**src/rtl/cpu_bus_pkg.sv**
```systemverilog
// rtl/cpu_bus_pkg.sv - shared definitions for the internal-bus source selector
//
// Purpose: mode constants, select classification type and a one-hot helper
//          shared by bus_select_reg, sel_encode and future priority logic.
// Ports:   none (package).

package cpu_bus_pkg;

   localparam int MODE_STRICT   = 0;
   localparam int MODE_PRIORITY = 1;

   typedef enum logic [1:0] {
      SEL_NONE   = 2'd0,
      SEL_SINGLE = 2'd1,
      SEL_MULTI  = 2'd2
   } sel_class_e;

   // True when at most one bit of v is set. A running "seen" bit avoids a
   // full popcount adder: a second set bit after one was seen marks a dup.
   function automatic logic is_onehot0(input logic [31:0] v);
      logic seen;
      logic dup;
      seen = 1'b0;
      dup  = 1'b0;
      for (int i = 0; i < 32; i++) begin
         dup  = dup | (seen & v[i]);
         seen = seen | v[i];
      end
      return !dup;
   endfunction

endpackage

```
**src/rtl/sel_encode.sv**
```systemverilog
// rtl/sel_encode.sv - lowest-set-bit encoder with any/multi flags
//
// Purpose: combinational classification of a select vector.
// Ports:
//   sel    in  N        select vector, bit 0 has highest priority
//   idx    out clog2(N) index of the lowest set bit (0 when none set)
//   any    out 1        at least one bit set
//   multi  out 1        two or more bits set

module sel_encode
   import cpu_bus_pkg::*;
#(
   parameter int N = 10,
   localparam int IW = $clog2(N)
) (
   input  logic [N-1:0]  sel,
   output logic [IW-1:0] idx,
   output logic          any,
   output logic          multi
);

   // Scan from the top down so the last assignment is the lowest set index.
   always_comb begin
      idx = '0;
      for (int i = N - 1; i >= 0; i--) begin
         if (sel[i]) begin
            idx = IW'(i);
         end
      end
      any   = |sel;
      multi = ~is_onehot0(32'(sel));
   end

endmodule

```
**src/rtl/bus_select_reg.sv**
```systemverilog
// rtl/bus_select_reg.sv - registered internal-bus source selector
//
// Purpose: selects one of NUM_SRC sources onto the internal bus through a
//          one-cycle register stage, with keeper/zero idle behaviour, strict
//          or priority handling of multiple selects, and conflict tracking.
// Ports:
//   clk             in  1               rising-edge clock
//   rst_n           in  1               asynchronous active-low reset
//   data_in         in  NUM_SRC*WIDTH   source i at [i*WIDTH +: WIDTH]
//   select          in  NUM_SRC         bit i selects source i
//   en              in  1               capture enable, 0 = all state holds
//   conflict_clr    in  1               clears sticky flag and counter (when en)
//   bus_out         out WIDTH           registered bus value
//   bus_valid       out 1               bus_out came from a valid selection
//   src_idx         out clog2(NUM_SRC)  index of last valid selection
//   conflict        out 1               multiple selects in captured cycle
//   conflict_sticky out 1               any conflict since last clear
//   conflict_cnt    out CNT_W           saturating conflict cycle count

module bus_select_reg
   import cpu_bus_pkg::*;
#(
   parameter int WIDTH   = 8,
   parameter int NUM_SRC = 10,
   parameter int MODE    = 0,
   parameter int HOLD    = 1,
   parameter int CNT_W   = 8,
   localparam int IW = $clog2(NUM_SRC)
) (
   input  logic                     clk,
   input  logic                     rst_n,
   input  logic [NUM_SRC*WIDTH-1:0] data_in,
   input  logic [NUM_SRC-1:0]       select,
   input  logic                     en,
   input  logic                     conflict_clr,
   output logic [WIDTH-1:0]         bus_out,
   output logic                     bus_valid,
   output logic [IW-1:0]            src_idx,
   output logic                     conflict,
   output logic                     conflict_sticky,
   output logic [CNT_W-1:0]         conflict_cnt
);

   logic [IW-1:0]    low_idx;
   logic             sel_any;
   logic             sel_multi;
   sel_class_e       sel_class;
   logic [WIDTH-1:0] low_data;

   logic [WIDTH-1:0] bus_q,    bus_d;
   logic             valid_q,  valid_d;
   logic [IW-1:0]    idx_q,    idx_d;
   logic             conf_q,   conf_d;
   logic             sticky_q, sticky_d;
   logic [CNT_W-1:0] cnt_q,    cnt_d;

   sel_encode #(
      .N (NUM_SRC)
   ) u_sel_encode (
      .sel   (select),
      .idx   (low_idx),
      .any   (sel_any),
      .multi (sel_multi)
   );

   always_comb begin
      if (!sel_any) begin
         sel_class = SEL_NONE;
      end else if (sel_multi) begin
         sel_class = SEL_MULTI;
      end else begin
         sel_class = SEL_SINGLE;
      end
   end

   // Data mux keyed by the lowest set index; in strict mode the multi case
   // discards this value, so one mux serves both modes.
   always_comb begin
      low_data = '0;
      for (int i = 0; i < NUM_SRC; i++) begin
         if (low_idx == IW'(i)) begin
            low_data = data_in[i*WIDTH +: WIDTH];
         end
      end
   end

   always_comb begin
      bus_d    = bus_q;
      valid_d  = valid_q;
      idx_d    = idx_q;
      conf_d   = conf_q;
      sticky_d = sticky_q;
      cnt_d    = cnt_q;

      if (en) begin
         conf_d = (sel_class == SEL_MULTI);

         case (sel_class)
            SEL_SINGLE: begin
               bus_d   = low_data;
               valid_d = 1'b1;
               idx_d   = low_idx;
            end
            SEL_MULTI: begin
               if (MODE == MODE_PRIORITY) begin
                  bus_d   = low_data;
                  valid_d = 1'b1;
                  idx_d   = low_idx;
               end else begin
                  bus_d   = '0;
                  valid_d = 1'b0;
               end
            end
            default: begin
               valid_d = 1'b0;
               if (HOLD == 0) begin
                  bus_d = '0;
               end
            end
         endcase

         // Clear dominates a simultaneous conflict for the count and flag;
         // the conflict pulse above is unaffected.
         if (conflict_clr) begin
            cnt_d    = '0;
            sticky_d = 1'b0;
         end else if (conf_d) begin
            sticky_d = 1'b1;
            if (cnt_q != {CNT_W{1'b1}}) begin
               cnt_d = cnt_q + CNT_W'(1);
            end
         end
      end
   end

   always_ff @(posedge clk or negedge rst_n) begin
      if (!rst_n) begin
         bus_q    <= '0;
         valid_q  <= 1'b0;
         idx_q    <= '0;
         conf_q   <= 1'b0;
         sticky_q <= 1'b0;
         cnt_q    <= '0;
      end else begin
         bus_q    <= bus_d;
         valid_q  <= valid_d;
         idx_q    <= idx_d;
         conf_q   <= conf_d;
         sticky_q <= sticky_d;
         cnt_q    <= cnt_d;
      end
   end

   assign bus_out         = bus_q;
   assign bus_valid       = valid_q;
   assign src_idx         = idx_q;
   assign conflict        = conf_q;
   assign conflict_sticky = sticky_q;
   assign conflict_cnt    = cnt_q;

endmodule

```
**config.mk**
```make
export PLATFORM = sky130hd
export DESIGN_NAME = bus_select_reg
export DESIGN_NICKNAME = d
export VERILOG_FILES = /design/src/rtl/cpu_bus_pkg.sv /design/src/rtl/sel_encode.sv /design/src/rtl/bus_select_reg.sv
export SDC_FILE = /design/constraint.sdc
export NUM_CORES = 1
export LEC_CHECK = 0
export ABC_AREA = 1
export CORE_MARGIN = 2
export CORE_UTILIZATION = 43
export DETAILED_ROUTE_END_ITERATION = 6
export PLACE_DENSITY = 0.88
export SLEW_MARGIN = 15
export SYNTH_ARGS = -nofsm -noshare
export SYNTH_HDL_FRONTEND = slang
export SYNTH_SLANG_ARGS = --single-unit
```
**constraint.sdc**
```tcl
create_clock -name clk -period 4.2 [get_ports clk]
set_input_delay 0.63 -clock clk [delete_from_list [all_inputs] [get_ports clk]]
set_output_delay 0.63 -clock clk [all_outputs]
set_load 0.01 [all_outputs]
```
Word level (Yosys, flattened, before mapping)
Cells that the tools add are included.
{"block": "totals", "regBits": 23, "input_bits": 94, "out_inout_bits": 23, "elab_cells": 82}
{"block": "op_classes", "n_addsub": 1, "eq_ne": 12, "n_mux": 29, "bitwise": 25, "n_reduce_logical": 9}
{"operator": "$mux W8", "n": 13}
{"operator": "$mux W4", "n": 10}
{"operator": "$eq A4 B3 Y1 const B", "n": 4}
{"operator": "$or A1 B1 Y1", "n": 16}
{"operator": "$pmux W8 S2", "n": 1}
{"operator": "$reduce_or A10 Y1", "n": 1}
{"operator": "$and A1 B1 Y1", "n": 9}
{"operator": "$add A8 B1 Y8 const B", "n": 1}
{"operator": "$eq A4 B2 Y1 const B", "n": 2}
{"operator": "$eq A4 B4 Y1 const B", "n": 2}
{"operator": "$ne A8 B8 Y1 const B", "n": 1}
{"operator": "$reduce_and A2 Y1", "n": 3}
{"operator": "$reduce_bool A2 Y1", "n": 3}
{"operator": "$eq A4 B1 Y1 const B", "n": 1}
{"operator": "$logic_not A4 Y1", "n": 1}
{"operator": "$mux W2", "n": 2}
{"operator": "$mux W1", "n": 3}
{"operator": "$reduce_and A3 Y1", "n": 1}
{"operator": "$eq A2 B1 Y1 const B", "n": 1}
{"operator": "$eq A2 B2 Y1 const B", "n": 1}

Longest topological paths before layout
{"block": "logic_depth", "depth_word": 22, "ltp_mapped": 20, "mapped_depth_nobuf": 20}

By module
A second synthesis with hierarchy kept.
{"block": "hier_totals", "cells_unflattened": 338, "area_unflattened_um2": 1988.2}
{"mod": "bus_select_reg", "n_inst": 1, "cells_per_inst": 294, "area_each_um2": 1769.2, "seq_area_each_um2": 575.6}
{"mod": "sel_encode", "n_inst": 1, "cells_per_inst": 44, "area_each_um2": 219.0, "seq_area_each_um2": 0.0}

Worst setup path before layout
Ideal clock, no wire load.
{"block": "synth_path", "path_kind": "input port to flip-flop", "start": "input port select[5]", "end": "register bus_q[7], in the netlist bus_out[7]", "setup_time_ps": 116, "arrival_time_ps": 1904, "required_time_ps": 4084, "setup_slack_ps": 2180, "path_stages": 15, "n_path_buf": 1, "cell_sequence": "inv_1 > nand2_1 > nor2_2 > nand2_4 > nor2_2 > nor2_2 > buf_2 > nand4_1 > nand4_1 > nor2_1 > nand4_1 > nand2_1 > nand2_1 > nand2_1 > nand2_1"}
{"block": "synth_via", "elab_chain_cells": 18, "word_cells_on_any_way": 48, "cone_classes": "eq/ne: 11; mux: 19; bitwise: 14; reduce/logical: 4"}
{"item": "start: declaration", "line_no": "bus_select_reg.sv:33", "text": "input logic [NUM_SRC-1:0] select,"}
{"item": "$mux W4 (6 in a row)", "line_no": "sel_encode.sv:26", "text": "if (sel[i]) begin"}
{"item": "$logic_not A4 Y1", "line_no": "bus_select_reg.sv:81", "text": "if (low_idx == IW'(i)) begin"}
{"item": "$mux W8 (10 in a row)", "line_no": "bus_select_reg.sv:81"}
{"item": "$pmux W8 S2", "line_no": "bus_select_reg.sv:98", "text": "case (sel_class)"}
{"item": "end signal: assignment", "line_no": "bus_select_reg.sv:145", "text": "bus_q <= bus_d;"}
{"item": "end: declaration", "line_no": "bus_select_reg.sv:50", "text": "logic [WIDTH-1:0] bus_q, bus_d;"}
Parallel ways exist; a longest one is shown, timed or not.
A chain may end at the register's enable or synchronous reset.

Worst setup path in the final report
{"block": "layout_path", "start": "input port select[6]", "end": "register bus_q[2], in the netlist bus_out[2]"}
{"block": "layout_via", "elab_chain_cells": 19, "word_cells_on_any_way": 46, "cone_classes": "eq/ne: 11; mux: 20; bitwise: 11; reduce/logical: 4"}
{"item": "$mux W4 (7 in a row)", "line_no": "sel_encode.sv:26"}
{"item": "$logic_not A4 Y1", "line_no": "bus_select_reg.sv:81"}
{"item": "$mux W8 (10 in a row)", "line_no": "bus_select_reg.sv:81"}
{"item": "$pmux W8 S2", "line_no": "bus_select_reg.sv:98"}
Parallel ways exist; a longest one is shown, timed or not.

==> flow_summary.toml <==
[sta]
grt_setup_unrepaired = "no"
drv_slew = 0
worst_slew_pin_slew_ps = 1011
period_share = 0.6392
finalSetupViolations = 0
hold_viol = 0
setup_ws_ps = 1515
tns_ps = 0
slew_headroom = 0.3238
min_period_ps = 2685
hold_slack_ps = 483.1
fmax_ghz = 0.3725
worst_clock_skew_ps = 1.426

[synth]
yosys.area.top_type_share = 0.2692
synth_fp_nets = 435
yosysTopAreaCell = "dfrtp_1"
synth_cell_types = 35
synth_area_leaders = "dfrtp_1 (27%), nand2_1 (19%), nand4_1 (8.2%)"
synth_ff_type = "dfrtp_1"
async_flop_share = 1.000
synth_area_per_cell_um2 = 6.289
synth_seq_cells = 23
synth-edff-count = 0
ys_top_cells_by_count = "nand2_1 (107), inv_1 (41), nor2_1 (37)"
synth_most_common_cell = "nand2_1"
ys_seq_area_frac = 0.2692
yosysWarnings = 0
synthesis.area_um2 = 2138
synth_cells = 340

[clock_tree]
numCtsBuffers = 3
cts_tree = "done"
cts_resized = 0
cts_root_buf = "clkbuf_8"
clkSlewWorstSetupHoldPaths_ps = 70
cts_buffer_depth = 2
h-tree-depth = 1
cts_num_sinks = 23
clock_latency_ps = 260
postCtsHoldBufs = 0
postCtsSetupRepairBufs = 0

[placed_design]
dpl.hpwl_um = 5701
place_ws_ps = 1275
port_buffers = 116
dp.cells = 517
gp_congestion = 0.9846

[route]
drt_first_iter_violations = 184
routed_wl_um = 6660
vias = 2614
drcViolationCount = 0
wl_per_cell_um = 12.78
first_pass_iters = 5
drtAntennaViolNets = 0
viasPerCell = 5.017

[grt]
antenna_found_initial = 0
grt.met2_usage = 0.4307
grt_max_degree = 24
grt_overflow = 0
grt_pass1_vias = 2465
grt_use_met1 = 0.2957
busiest_layer = "met2"
grtUsageMet3 = 0.02981
grt_pass1_wl_um = 10510
grt.total_usage = 0.2416

[layout]
antenna_cells = 0
multi_input_area_um2 = 1303
layout.nets = 550
syn_to_final_growth_pct = 58.16
postLayoutCoreUtil = 0.7113
drive_above_1_share = 0.1167
seqCellArea_um2 = 575.6
fillers = 422
final_cells = 521

[setup_path]
worstSetupPathType = "in2reg"
start_kind = "input port"
critPathMaxFanout = 15
critPathArrivalTime_ps = 2840
crit_required_ps = 4360
critPathCaptureType = "flop"

[hold_path]
hold_class = "reg2reg"

[job]
maxCapViolCount = 0

[floorplanning]
die_h_um = 74.52
ios = 117
core_um2 = 4755
dieArea_um2 = 5553
fp-row-count = 25
die_x_um = 74.52
start_util = 0.4497

[run_status]
status = "complete, no violations"

[pwr]
leakage_nw = 1.586
vdd_drop_max_uv = 141.6
p_per_area_nw_per_um2 = 171.0
[registers in the layout, summed over array words and instances (netlist names)]
| register | flops |
|---|---|
| src_idx | 4 |
| conflict | 1 |
| conflict_cnt | 8 |
| conflict_sticky | 1 |
| bus_out | 8 |
| bus_valid | 1 |
[power by group]
part	internal [W]	switching (W)
combinational	0.000118	0.0000941
sequential	0.000228	0.00000557
clock	0.0000676	0.0000652
[worst max-delay path, cell delays in order]
cell and delay (ps):
clkdlybuf4s50_1 520, inv_2 50, nand2_1 120, nand3_2 110, a21oi_4 360, inv_2 210
nor3_4 390, inv_2 60, or2_0 200, nand2_1 70, nand2_1 40, nand2_1 50
nand2_1 40
[per-layer routing]
metal | wire (um) | vias up
li1 | - | 1309
met1 | 2764 | 1158
met2 | 3295 | 125
met3 | 336 | 22
met4 | 264 | 0
met5 | 0 | -
[layout make-up]
cell class                 count  share of cell area
clock buffer                   4             0.01332
inverter                      55             0.06104
multi-input combinational    255              0.3851
sequential                    23              0.1702
tap                           67             0.02479
timing repair buffer         117              0.3455
[layout by cell type, fill, tap and decap left out, types with 2 or more instances in the layout]
| master | instances |
|---|---|
| a21oi_4 | 2 |
| inv_2 | 13 |
| o21ai_0 | 12 |
| nand4_1 | 28 |
| nand3_1 | 16 |
| nor2_1 | 37 |
| nand2_1 | 107 |
| a21oi_1 | 9 |
| inv_1 | 41 |
| clkbuf_8 | 3 |
| o21ai_1 | 2 |
| nand2_4 | 6 |
| clkdlybuf4s50_1 | 116 |
| or2_2 | 6 |
| nand2_2 | 3 |
| nor2_4 | 3 |
| dfrtp_1 | 23 |
| nor2_2 | 10 |
[kinds of logic after synthesis]
logic type | count (synthesis) | share of synthesized area
and+or+nand+nor | 223 | 0.5085
xor gates and xnor gates | 1 | 0.004097
AOI/OAI and AO/OA | 30 | 0.09070
buffers and inverters | 62 | 0.1217
adders and majority gates | 1 | 0.005850
DFF | 23 | 0.2692
[worst paths after layout]
kind	from	endpoint	slack, ps	cells past startpoint
setup / recovery	select[6]	bus_out[2]	1520	13
hold / removal	bus_valid	bus_valid	480	2
setup reg to reg	conflict_cnt[3]	conflict_cnt[7]	2350	10
hold reg to reg	bus_valid	bus_valid	480	2
max in group asynchronous	rst_n	conflict_cnt[2]	2670	1
min in group asynchronous	rst_n	conflict_cnt[1]	920	1
[per-stage QoR]
step | instance area [um2] | total power [W]
final | 3382 | 0.0005783
after global routing | 3382 | 0.0006152
after CTS | 3382 | 0.0005831
after detailed placement | 3337 | 0.0004489
after global placement | 3337 | 0.0004444
after floorplan | 2138 | 0.0003228
Power figures use the tool's default switching activity.
